[config.mk]
export PLATFORM = sky130hd
export DESIGN_NAME = msix_message_scheduler
export DESIGN_NICKNAME = d
export VERILOG_FILES = /design/src/rtl/msix_message_scheduler.sv
export SDC_FILE = /design/constraint.sdc
export NUM_CORES = 1
export LEC_CHECK = 0
export ABC_AREA = 1
export CORE_UTILIZATION = 42
export CTS_CLUSTER_SIZE = 10
export DETAILED_ROUTE_END_ITERATION = 6
export HOLD_SLACK_MARGIN = 0.15
export PLACE_DENSITY = 0.81
export SLEW_MARGIN = 20
export SYNTH_ARGS = -nofsm -noshare
export SYNTH_HDL_FRONTEND = slang
export SYNTH_SLANG_ARGS = --single-unit
[constraint.sdc]
create_clock -name clk -period 3.9 [get_ports clk]
set_input_delay 0.39 -clock clk [delete_from_list [all_inputs] [get_ports clk]]
set_output_delay 0.39 -clock clk [all_outputs]
set_load 0.01 [all_outputs]
[src/rtl/msix_message_scheduler.sv]
// msix_message_scheduler: latches MSI-X events into the PBA, picks a vector round-robin, fetches its table entry and issues one memory write
module msix_message_scheduler #(
    parameter int NUM_VECTORS = 8,
    parameter int IDX_W       = $clog2(NUM_VECTORS)
) (
    input  logic                   clk,
    input  logic                   rst_n,
    input  logic                   msix_enable,
    input  logic                   func_mask,
    input  logic [NUM_VECTORS-1:0] vec_mask,
    input  logic [NUM_VECTORS-1:0] irq_req,
    output logic [NUM_VECTORS-1:0] pending,
    output logic                   tbl_rd_req,
    output logic [IDX_W-1:0]       tbl_rd_idx,
    input  logic                   tbl_rd_valid,
    input  logic [63:0]            tbl_addr,
    input  logic [31:0]            tbl_data,
    output logic                   msg_valid,
    input  logic                   msg_ready,
    output logic [63:0]            msg_addr,
    output logic [31:0]            msg_data,
    output logic [IDX_W-1:0]       msg_vec,
    output logic                   err_misaligned
);
    typedef enum logic [1:0] {IDLE, FETCH, SEND} state_t;

    state_t                 state_q, state_d;
    logic [NUM_VECTORS-1:0] pending_q, pending_d, elig, clr;
    logic [IDX_W-1:0]       ptr_q, ptr_d, vec_q, vec_d, pick, cand;
    logic [63:0]            addr_q, addr_d;
    logic [31:0]            data_q, data_d;
    logic                   tbl_rd_req_q, tbl_rd_req_d, msg_valid_q, msg_valid_d, err_q, err_d;
    logic                   found, cap, misal, hs;

    assign elig  = pending_q & ~vec_mask & {NUM_VECTORS{msix_enable & ~func_mask}};
    assign cap   = (state_q == FETCH) && tbl_rd_valid;
    assign misal = tbl_addr[1:0] != 2'b00;
    assign hs    = (state_q == SEND) && msg_ready;
    assign clr   = {NUM_VECTORS{hs | (cap & misal)}} & (NUM_VECTORS'(1) << vec_q);

    // Round-robin search: first eligible vector at or after the pointer, wrapping
    always_comb begin
        found = 1'b0;
        pick  = '0;
        cand  = '0;
        for (int i = 0; i < NUM_VECTORS; i++) begin
            cand = IDX_W'((int'(ptr_q) + i) % NUM_VECTORS);
            if (!found && elig[cand]) begin
                found = 1'b1;
                pick  = cand;
            end
        end
    end

    // All state and registered outputs
    always_ff @(posedge clk) begin
        if (!rst_n) begin
            state_q      <= IDLE;
            pending_q    <= '0;
            ptr_q        <= '0;
            vec_q        <= '0;
            addr_q       <= '0;
            data_q       <= '0;
            tbl_rd_req_q <= 1'b0;
            msg_valid_q  <= 1'b0;
            err_q        <= 1'b0;
        end else begin
            state_q      <= state_d;
            pending_q    <= pending_d;
            ptr_q        <= ptr_d;
            vec_q        <= vec_d;
            addr_q       <= addr_d;
            data_q       <= data_d;
            tbl_rd_req_q <= tbl_rd_req_d;
            msg_valid_q  <= msg_valid_d;
            err_q        <= err_d;
        end
    end

    // Next state: a fetch whose vector lost eligibility returns to IDLE without sending
    always_comb begin
        state_d = (state_q == IDLE)  ? (found ? FETCH : IDLE)
                : (state_q == FETCH) ? (!tbl_rd_valid ? FETCH : (!misal && elig[vec_q]) ? SEND : IDLE)
                : (state_q == SEND)  ? (msg_ready ? IDLE : SEND)
                : IDLE;
    end

    // Output and datapath next values; set of pending wins over the clear
    always_comb begin
        tbl_rd_req_d = (state_q == IDLE) && found;
        vec_d        = tbl_rd_req_d ? pick : vec_q;
        ptr_d        = tbl_rd_req_d ? ((pick == IDX_W'(NUM_VECTORS - 1)) ? '0 : pick + 1'b1) : ptr_q;
        addr_d       = cap ? tbl_addr : addr_q;
        data_d       = cap ? tbl_data : data_q;
        msg_valid_d  = state_d == SEND;
        err_d        = cap && misal;
        pending_d    = (pending_q & ~clr) | irq_req;
    end

    assign pending        = pending_q;
    assign tbl_rd_req     = tbl_rd_req_q;
    assign tbl_rd_idx     = vec_q;
    assign msg_valid      = msg_valid_q;
    assign msg_addr       = addr_q;
    assign msg_data       = data_q;
    assign msg_vec        = vec_q;
    assign err_misaligned = err_q;
endmodule
---- Yosys cells after proc, flatten, opt, wreduce, memory -nomap -nowiden ----
Index checks and enable logic that the tools add are counted.
operators by class
  bitwise logic cells ..................... 11
  add/sub/neg operators ................... 8
  order comparisons ....................... 9
  multiplexer cells ....................... 42
  multipliers ............................. 0
  equality and inequality tests ........... 4
  shift-type cells ........................ 1
  div/mod/pow operators ................... 0
  reductions and logical operators ........ 22
operators by type and width
  cell                   number
  $lt A3 B4 Y1 const B   9
  $and A8 B8 Y8          4
  $bmux W1 S3            9
  $mux W3                9
  $mux W1                18
  $not A8 Y8             2
  $add A3 B3 Y3 const B  4
  $logic_and A1 B1 Y1    12
  $mux W2                6
  $logic_not A1 Y1       8
  $or A8 B8 Y8           1
  $shl A1 B3 Y8 const A  1
  $add A3 B1 Y3 const B  2
  $add A3 B2 Y3 const B  2
  $eq A2 B2 Y1 const B   2
  $eq A3 B3 Y1 const B   1
  $and A1 B1 Y1          2
  $eq A2 B1 Y1 const B   1
  $logic_not A2 Y1       1
  $reduce_bool A2 Y1     1
  $not A1 Y1             1
  $or A1 B1 Y1           1
storage, ports and cells
  flip-flop bits (word level) ............. 115
  input bits .............................. 118
  RAM bits ................................ 0
  memory bits (read-only) ................. 0
  memories kept ........................... 0
  logic and storage cells ................. 106
  output and inout bits ................... 113
  bits in latches ......................... 0

---- Depth between registers and ports, before layout ----
Gate-level depths: netlist of run 1.
  depth after elaboration ................. 30
  gate-level depth with buffers ........... 22
  depth with buffers taken out ............ 20

---- Least setup slack after synthesis of run 1 ----
No wires, ideal clock.
  kind .................................... register to register
  start point ............................. register ptr_q[1]
  end point ............................... register ptr_q[2]
  clock period less this slack ............ 2.691 ns
  cell stages (with the launch flop) ...... 21
  arrival time ............................ 2.571 ns
  path slack .............................. 1.209 ns
  library setup time ...................... 0.120 ns
  path buffers ............................ 2
  data required time ...................... 3.780 ns
  path through ............................ dfxtp_1 > buf_2 > inv_2 > ha_1 > buf_4 > inv_2 > nand3_2 > nand3_2 > nand2_4 > nor2_8 > nand2_1 > nor2_2 > nor2_1 > nor2_1 > nand3_1 > nand2_1 > inv_1 > ha_1 > ha_1 > o21ai_1 > a21oi_1
on the way
  cells in the longest elaborated chain, start to end .. 26
  elaborated cells between the ends (all ways) .. 57
  classes of those cells .................. add/sub: 8; eq/ne: 1; mux: 33; reduce/logical: 15
ends and longest elaborated chain
  what                                                    RTL line  text
  start, declared                                         29        logic [IDX_W-1:0] ptr_q, ptr_d, vec_q, vec_d, pick, cand;
  start signal, assigned                                  70        ptr_q <= ptr_d;
  branches (longest 23 deep; another with $add A3 B1 Y3)  -
  $mux W3 *                                               48        if (!found && elig[cand]) begin
  net pick[0]                                             29
  $add A3 B1 Y3 / $eq A3 B3 Y1 (equally long branches)    92        ptr_d = tbl_rd_req_d ? ((pick == IDX_W'(NUM_VECTORS - 1)) ? '0 : pick + 1'b1) : ptr_q;
  $mux W3 *                                               92
Mark *: on every way through the listed nets, which the timed path passes. The select of a mux whose other input is x is not followed.
A chain may end at the register's enable or synchronous reset.

---- Worst setup path after layout of run 1 ----
Ends and elaborated chain as after synthesis.

==> results of run 1 <==
==> state kept, by name (all words and copies together), names as in the netlist <==
signal and count:
tbl_rd_req 1, state_q 2, msg_data 32, msg_valid 1, msg_vec 3, pending 8
msg_addr 64, ptr_q 3, err_misaligned 1
==> synthesized netlist by cell type (6+ instances only) <==
library cell	count	area, um2
sky130_fd_sc_hd__inv_2	7	26.3
sky130_fd_sc_hd__nand3_2	17	170
sky130_fd_sc_hd__clkbuf_1	36	135
sky130_fd_sc_hd__nor3_1	19	95.1
sky130_fd_sc_hd__nor2_1	56	210
sky130_fd_sc_hd__a21oi_1	105	526
sky130_fd_sc_hd__nand2_2	7	43.8
sky130_fd_sc_hd__buf_1	6	22.5
sky130_fd_sc_hd__dfxtp_1	115	2300
sky130_fd_sc_hd__inv_1	28	105
sky130_fd_sc_hd__nand2_1	124	465
sky130_fd_sc_hd__nand3_1	126	631
==> cell families after synthesis <==
| group | synth area share (%) |
|---|---|
| flops | 44.8 |
| compound gates | 12.1 |
| buf+inv | 7.11 |
| xor+xnor | 0.877 |
| simple gates | 34.1 |
| fa+ha+maj | 0.974 |
==> per-stage QoR <==
stage / utilization [%] / std cells / setup WS [ns]
6_report: 67.4 / 1054 / 0.768
3_3_place_gp: 62.3 / 1022 / 0.701
4_1_cts: 67.4 / 1054 / 0.771
3_5_place_dp: 62.3 / 1022 / 0.651
5_1_grt: 67.4 / 1054 / 0.488
2_1_floorplan: - / 691 / 1.21
==> power breakdown <==
group / switching [uW] / internal, uW
sequential: 133 / 1360
clock: 530 / 1050
combinational: 1350 / 932
==> metal layers <==
layer | GRT usage, % | vias up | routed length [um] | part of all wire [%]
met5 | 1.57 | - | 0 | 0
met4 | 10.7 | 0 | 417 | 2.5
met3 | 10.8 | 30 | 1280 | 7.7
met2 | 42.4 | 203 | 8030 | 49
met1 | 31.7 | 2483 | 6790 | 41
li1 | - | 2717 | - | -
==> final timing paths <==
| check | slack (ns) | from | to | cells after the start |
|---|---|---|---|---|
| max reg2reg | 0.77 | ptr_q[1]$_SDFFE_PN0P_ | ptr_q[2]$_SDFFE_PN0P_ | 18 |
| min | 0.46 | msg_addr[24]$_SDFFE_PN0P_ | msg_addr[24]$_SDFFE_PN0P_ | 2 |
| max | 0.77 | ptr_q[1]$_SDFFE_PN0P_ | ptr_q[2]$_SDFFE_PN0P_ | 18 |
| min reg2reg | 0.46 | msg_addr[24]$_SDFFE_PN0P_ | msg_addr[24]$_SDFFE_PN0P_ | 2 |
==> cell type report <==
cell class | count | area [um2]
fillers | 994 | 3900
multi-input cells | 490 | 2490
repair buffers | 235 | 2350
flip-flops and latches | 115 | 2300
clock buffers | 23 | 478
well taps | 147 | 184
inverters | 35 | 133
clock inverters | 9 | 128
==> worst min-delay path, stage by stage (launching register included) <==
cell	delay [ns]
sky130_fd_sc_hd__dfxtp_1	0.30
sky130_fd_sc_hd__nand2_1	0.06
sky130_fd_sc_hd__a21oi_1	0.05
==> flow_metrics.env, run 1 <==
export IMPL_fin_nets=1016
export IMPL_grt_first_pass_wirelength_um=26200
export IMPL_cts_htree_levels=4
export IMPL_drv_max_cap_violation_count=0
export IMPL_cts_resized=0
export IMPL_port_buffer_count=230
export IMPL_globalRouteOverflowTotal=0
export IMPL_postRouteAntennaNets=0
export IMPL_area_of_placed_instances_um2=7450
export IMPL_globalRouteTotalUtil_pct=26.6
export IMPL_vdd_drop_max_v=0.000432
export IMPL_timing_hold_violations_final=0
export IMPL_crit_top_cell="sky130_fd_sc_hd__ha_1"
export IMPL_drive_above_1_share_pct=8.93
export IMPL_cts_repair_timing_setup_buffer_count=0
export IMPL_cts_num_sinks=115
export IMPL_place_congestion=0.859
export IMPL_dp_hpwl_um=11200
export IMPL_tns_ns=0
export IMPL_ordered_cell_list_for_the_critical_path="inv_2, ha_1, inv_2, nand3_2, nand3_2, nand2_4, nor2_8, nand2_1, nor2_2, nor2_1, nor2_1, nand3_1, nand2_1, inv_1, ha_1, ha_1, o21ai_1, a21oi_1"
export IMPL_fin_crit_ns=3.13
export IMPL_critical_path_n_buffers_inverters=3
export IMPL_worst_slew_margin_rel_pct=31.4
export IMPL_yosys_register_bits=115
export IMPL_post_synth_num_cell_types=36
export IMPL_post_drt_via_cell_ratio=5.15
export IMPL_timing_final_crit_share_pct=80.3
export IMPL_final_hold_worst_slack_ns=0.456
export IMPL_yosysWarningCount=0
export IMPL_unrepaired_setup_endpoints_after_global_routing="no"
export IMPL_synth_main_ff_cell="sky130_fd_sc_hd__dfxtp_1"
export IMPL_design_core_area_um2=12000
export IMPL_hold_path_class="register to register"
export IMPL_final_cell_area_um2=8060
export IMPL_clock_fmax_mhz=319
export IMPL_antennaDiodeCount=0
export IMPL_critPathTopFamily="simple AND/OR/NAND/NOR gates"
export IMPL_drt_pass1_iter_count=5
export IMPL_tritoncts="yes"
export IMPL_worst_setup_skew_after_layout_ns=0.0130
export IMPL_io_pins=231
export IMPL_critical_path_arrival_ns=3.43
export IMPL_synth_edff_count=0
export IMPL_die_width_um=113
export IMPL_p_leak_uw=0.00299
export IMPL_share_of_async_settable_or_async_resettable_flops_after_synthesis_pct=0
export IMPL_path_class="register to register"
export IMPL_critical_path_endpoint_type="register"
export IMPL_pwr_density_cell_nw_per_um2=665
export IMPL_skew_pair_late_insertion_delay_ns=0.42
export IMPL_detail_route_drc_violations=0
export IMPL_grt_antenna_before_repair=0
export IMPL_worst_setup_path_start_kind="register"
export IMPL_fp_rows=40
export IMPL_grt_start_max_net_pins=99
export IMPL_mostFrequentLayoutCell="sky130_fd_sc_hd__clkdlybuf4s50_1"
export IMPL_via_count_of_the_first_global_routing_pass=5157
export IMPL_final_max_slew_violation_count=0
export IMPL_layout_common_cells="229 x sky130_fd_sc_hd__clkdlybuf4s50_1, 126 x sky130_fd_sc_hd__nand3_1, 123 x sky130_fd_sc_hd__nand2_1, 115 x sky130_fd_sc_hd__dfxtp_1, 105 x sky130_fd_sc_hd__a21oi_1"
export IMPL_total_design_power_uw=5360
export IMPL_wire_per_inst_um=15.7
export IMPL_run_status="complete, no violations"
export IMPL_setup_violations_final=0
export IMPL_syn_cell_area_um2=5140
export IMPL_starting_utilization_of_the_core_area_pct=43.0
export IMPL_cts_hold_buffers_added=0
export IMPL_path_max_fanout=9
export IMPL_clock_root_buffer="sky130_fd_sc_hd__clkbuf_16"
export IMPL_cts_clk_slew_worst_paths_ns=0.06
export IMPL_synth_avg_cell_area_um2=7.44
export IMPL_critPathRequiredTime_ns=4.20
export IMPL_cpMaxStageDelayCell="sky130_fd_sc_hd__dfxtp_1"
export IMPL_cp_slowest_stage_delay_ns=0.53
export IMPL_tritoncts_num_buffers=17
export IMPL_worstMarginPinSlew_ns=1.03
export IMPL_area_growth_synth_to_final_pct=56.9
export IMPL_ys_seq_area_share_pct=44.8
export IMPL_route_final_wire_length_um=16500
export IMPL_cells_after_synthesis=691
export IMPL_cts_buffer_depth=2
export IMPL_dr_first_iter_drc_count=347
export IMPL_via_count=5433
export IMPL_die_height_um=113
export IMPL_floorplan_die_area_um2=12700
export IMPL_mappedNetlistNets=813
Power figures use the tool's default switching activity.
==> run 2: changes to the inputs <==
- CORE_UTILIZATION: 42 -> 38
- PLACE_DENSITY: 0.81 -> 0.77
- clock period: 3.9 -> 2.8 ns (I/O delays scaled with it)
==> run 2 against run 1 <==
Effect of this change:
- clock skew fell by 0.0015 ns
- final area is 3.3% higher
- sequential power is 39% higher
- combinational power is 52% higher
- via count up 2.5%
- final cell count increased by 5.2%
- setup slack got worse by 0.59 ns
==> flow_metrics.env, run 2 (synthesized netlist as in run 1, its figures left out) <==
export IMPL_postRouteAntennaNets=0
export IMPL_fin_nets=1044
export IMPL_p_leak_uw=0.00313
export IMPL_holdCritStartpoint="tbl_rd_valid"
export IMPL_ordered_cell_list_for_the_critical_path="inv_2, ha_4, buf_4, nand3_2, nand3_2, nand2_4, nor2_8, nand2_1, nor2_4, nor2_1, nor2_1, nand3_1, nand2_1, inv_1, ha_1, ha_1, o21ai_1, a21oi_1"
export IMPL_detail_route_drc_violations=0
export IMPL_run_status="complete, no violations"
export IMPL_drv_max_cap_violation_count=0
export IMPL_design_core_area_um2=13200
export IMPL_hold_path_class="input pin to register"
export IMPL_die_height_um=118
export IMPL_worst_hold_path_num_cells=3
export IMPL_area_growth_synth_to_final_pct=62.1
export IMPL_final_seq_area_um2=2300
export IMPL_fin_crit_ns=2.62
export IMPL_worstMarginPinSlew_ns=0.995
export IMPL_cpMaxStageDelayCell="sky130_fd_sc_hd__dfxtp_2"
export IMPL_timing_hold_violations_final=0
export IMPL_layout_common_cells="229 x sky130_fd_sc_hd__clkdlybuf4s50_1, 126 x sky130_fd_sc_hd__nand3_1, 123 x sky130_fd_sc_hd__nand2_1, 114 x sky130_fd_sc_hd__dfxtp_1, 105 x sky130_fd_sc_hd__a21oi_1"
export IMPL_port_buffer_count=230
export IMPL_grt_start_max_net_pins=98
export IMPL_grt_first_pass_wirelength_um=26300
export IMPL_cts_clk_slew_worst_paths_ns=0.05
export IMPL_cts_buffer_depth=2
export IMPL_cts_num_sinks=115
export IMPL_dr_first_iter_drc_count=343
export IMPL_io_pins=231
export IMPL_startpoint="ptr_q[0]$_SDFFE_PN0P_"
export IMPL_die_width_um=118
export IMPL_dp_cells=1078
export IMPL_largest_register_ff_count=64
export IMPL_clock_root_buffer="sky130_fd_sc_hd__clkbuf_16"
export IMPL_final_hold_worst_slack_ns=0.318
export IMPL_tritoncts="yes"
export IMPL_worst_setup_skew_after_layout_ns=0.0114
export IMPL_route_final_wire_length_um=16400
export IMPL_post_drt_via_cell_ratio=5.02
export IMPL_drive_above_1_share_pct=12.0
export IMPL_cp_slowest_stage_delay_ns=0.38
export IMPL_rr_worst_depth=18
export IMPL_critPathRequiredTime_ns=3.08
export IMPL_globalRouteOverflowTotal=0
export IMPL_wire_per_inst_um=14.7
export IMPL_path_max_fanout=5
export IMPL_multi_input_area_um2=2500
export IMPL_path_class="register to register"
export IMPL_critical_path_arrival_ns=2.90
export IMPL_final_cells=1109
export IMPL_vdd_drop_max_v=0.000479
export IMPL_starting_utilization_of_the_core_area_pct=39.0
export IMPL_unrepaired_setup_endpoints_after_global_routing="no"
export IMPL_cts_htree_levels=4
export IMPL_dp_hpwl_um=11300
export IMPL_worst_slew_margin_rel_pct=33.6
export IMPL_setup_violations_final=0
export IMPL_grt_antenna_before_repair=0
export IMPL_antennaDiodeCount=0
export IMPL_via_count=5569
export IMPL_pwr_density_cell_nw_per_um2=933
export IMPL_via_count_of_the_first_global_routing_pass=5275
export IMPL_mostFrequentLayoutCell="sky130_fd_sc_hd__clkdlybuf4s50_1"
export IMPL_globalRouteTotalUtil_pct=23.5
export IMPL_timing_final_crit_share_pct=93.5
export IMPL_final_max_slew_violation_count=0
export IMPL_rr_startpoint="ptr_q[0]$_SDFFE_PN0P_"
export IMPL_place_congestion=0.907
export IMPL_critical_path_endpoint_type="register"
export IMPL_layout_core_utilization_pct=63.1
export IMPL_skew_pair_late_insertion_delay_ns=0.41
export IMPL_floorplan_die_area_um2=14000
export IMPL_worst_setup_path_start_kind="register"
export IMPL_drt_pass1_iter_count=5
export IMPL_clock_fmax_mhz=382
export IMPL_fp_rows=42
export IMPL_cts_hold_buffers_added=0
export IMPL_tritoncts_num_buffers=17
export IMPL_setup_reg_to_reg_worst_slack_ns=0.18
export IMPL_nFillCells=1157
==> run 2: cell types whose count changed in the layout (fill, tap and decap cells not counted), sizes merged <==
| cell | change |
|---|---|
| buf | +28 |
| clkbuf | -2 |
| clkinv | -2 |
| clkinvlp | +2 |
==> run 2: where the power goes <==
part           switching [uW]  total [uW]  internal, uW
clock network             736        2210          1480
logic                    1960        3470          1520
registers                 177        2080          1900
total                    2870        7770          4900
==> run 2: routing by layer <==
metal | routed length, um | track usage, % | up-vias
met3 | 1240 | 9.22 | 21
met2 | 7930 | 38.7 | 168
met4 | 242 | 8.41 | 0
li1 | - | - | 2775
met5 | 0 | 0 | -
met1 | 6930 | 27.6 | 2605
==> run 2: layout make-up <==
type | count | area share [%]
Tap cell | 176 | 2.64
Clock buffer | 21 | 5.77
Timing Repair Buffer | 263 | 30.7
Inverter | 35 | 1.59
Clock inverter | 9 | 1.55
Multi-Input combinational cell | 490 | 30.1
Sequential cell | 115 | 27.7
==> run 2: timing repair <==
action / in CTS / in global routing
endpoints found under the setup margin: 0 / 4
buffers inserted: 0 / 1
gates resized for setup: 0 / 3
==> run 2: critical path: cells and delay by family (launching register included) <==
family | cells | cell delay [ns]
and+or+nand+nor | 10 | 0.96
adders and majority gates | 3 | 0.71
DFF | 1 | 0.38
buffers and inverters | 3 | 0.25
AOI/OAI and AO/OA | 2 | 0.18
==> run 2: final timing paths <==
check / endpoint
worst min-delay path: msg_addr[15]$_SDFFE_PN0P_
worst max register to register: ptr_q[2]$_SDFFE_PN0P_
worst min register to register: msg_addr[46]$_SDFFE_PN0P_
worst max-delay path: ptr_q[2]$_SDFFE_PN0P_
==> run 2: metrics by stage <==
stage	TNS [ns]	total power, uW	setup WS [ns]	area [um2]
after floorplan	0	4230	0.109	5140
after global placement	-0.0442	5500	-0.0442	7690
after detailed placement	-0.157	5530	-0.0991	7690
after CTS	0	7770	0.0297	8300
after global routing	0	8290	0.000387	8330
final	0	7770	0.182	8330
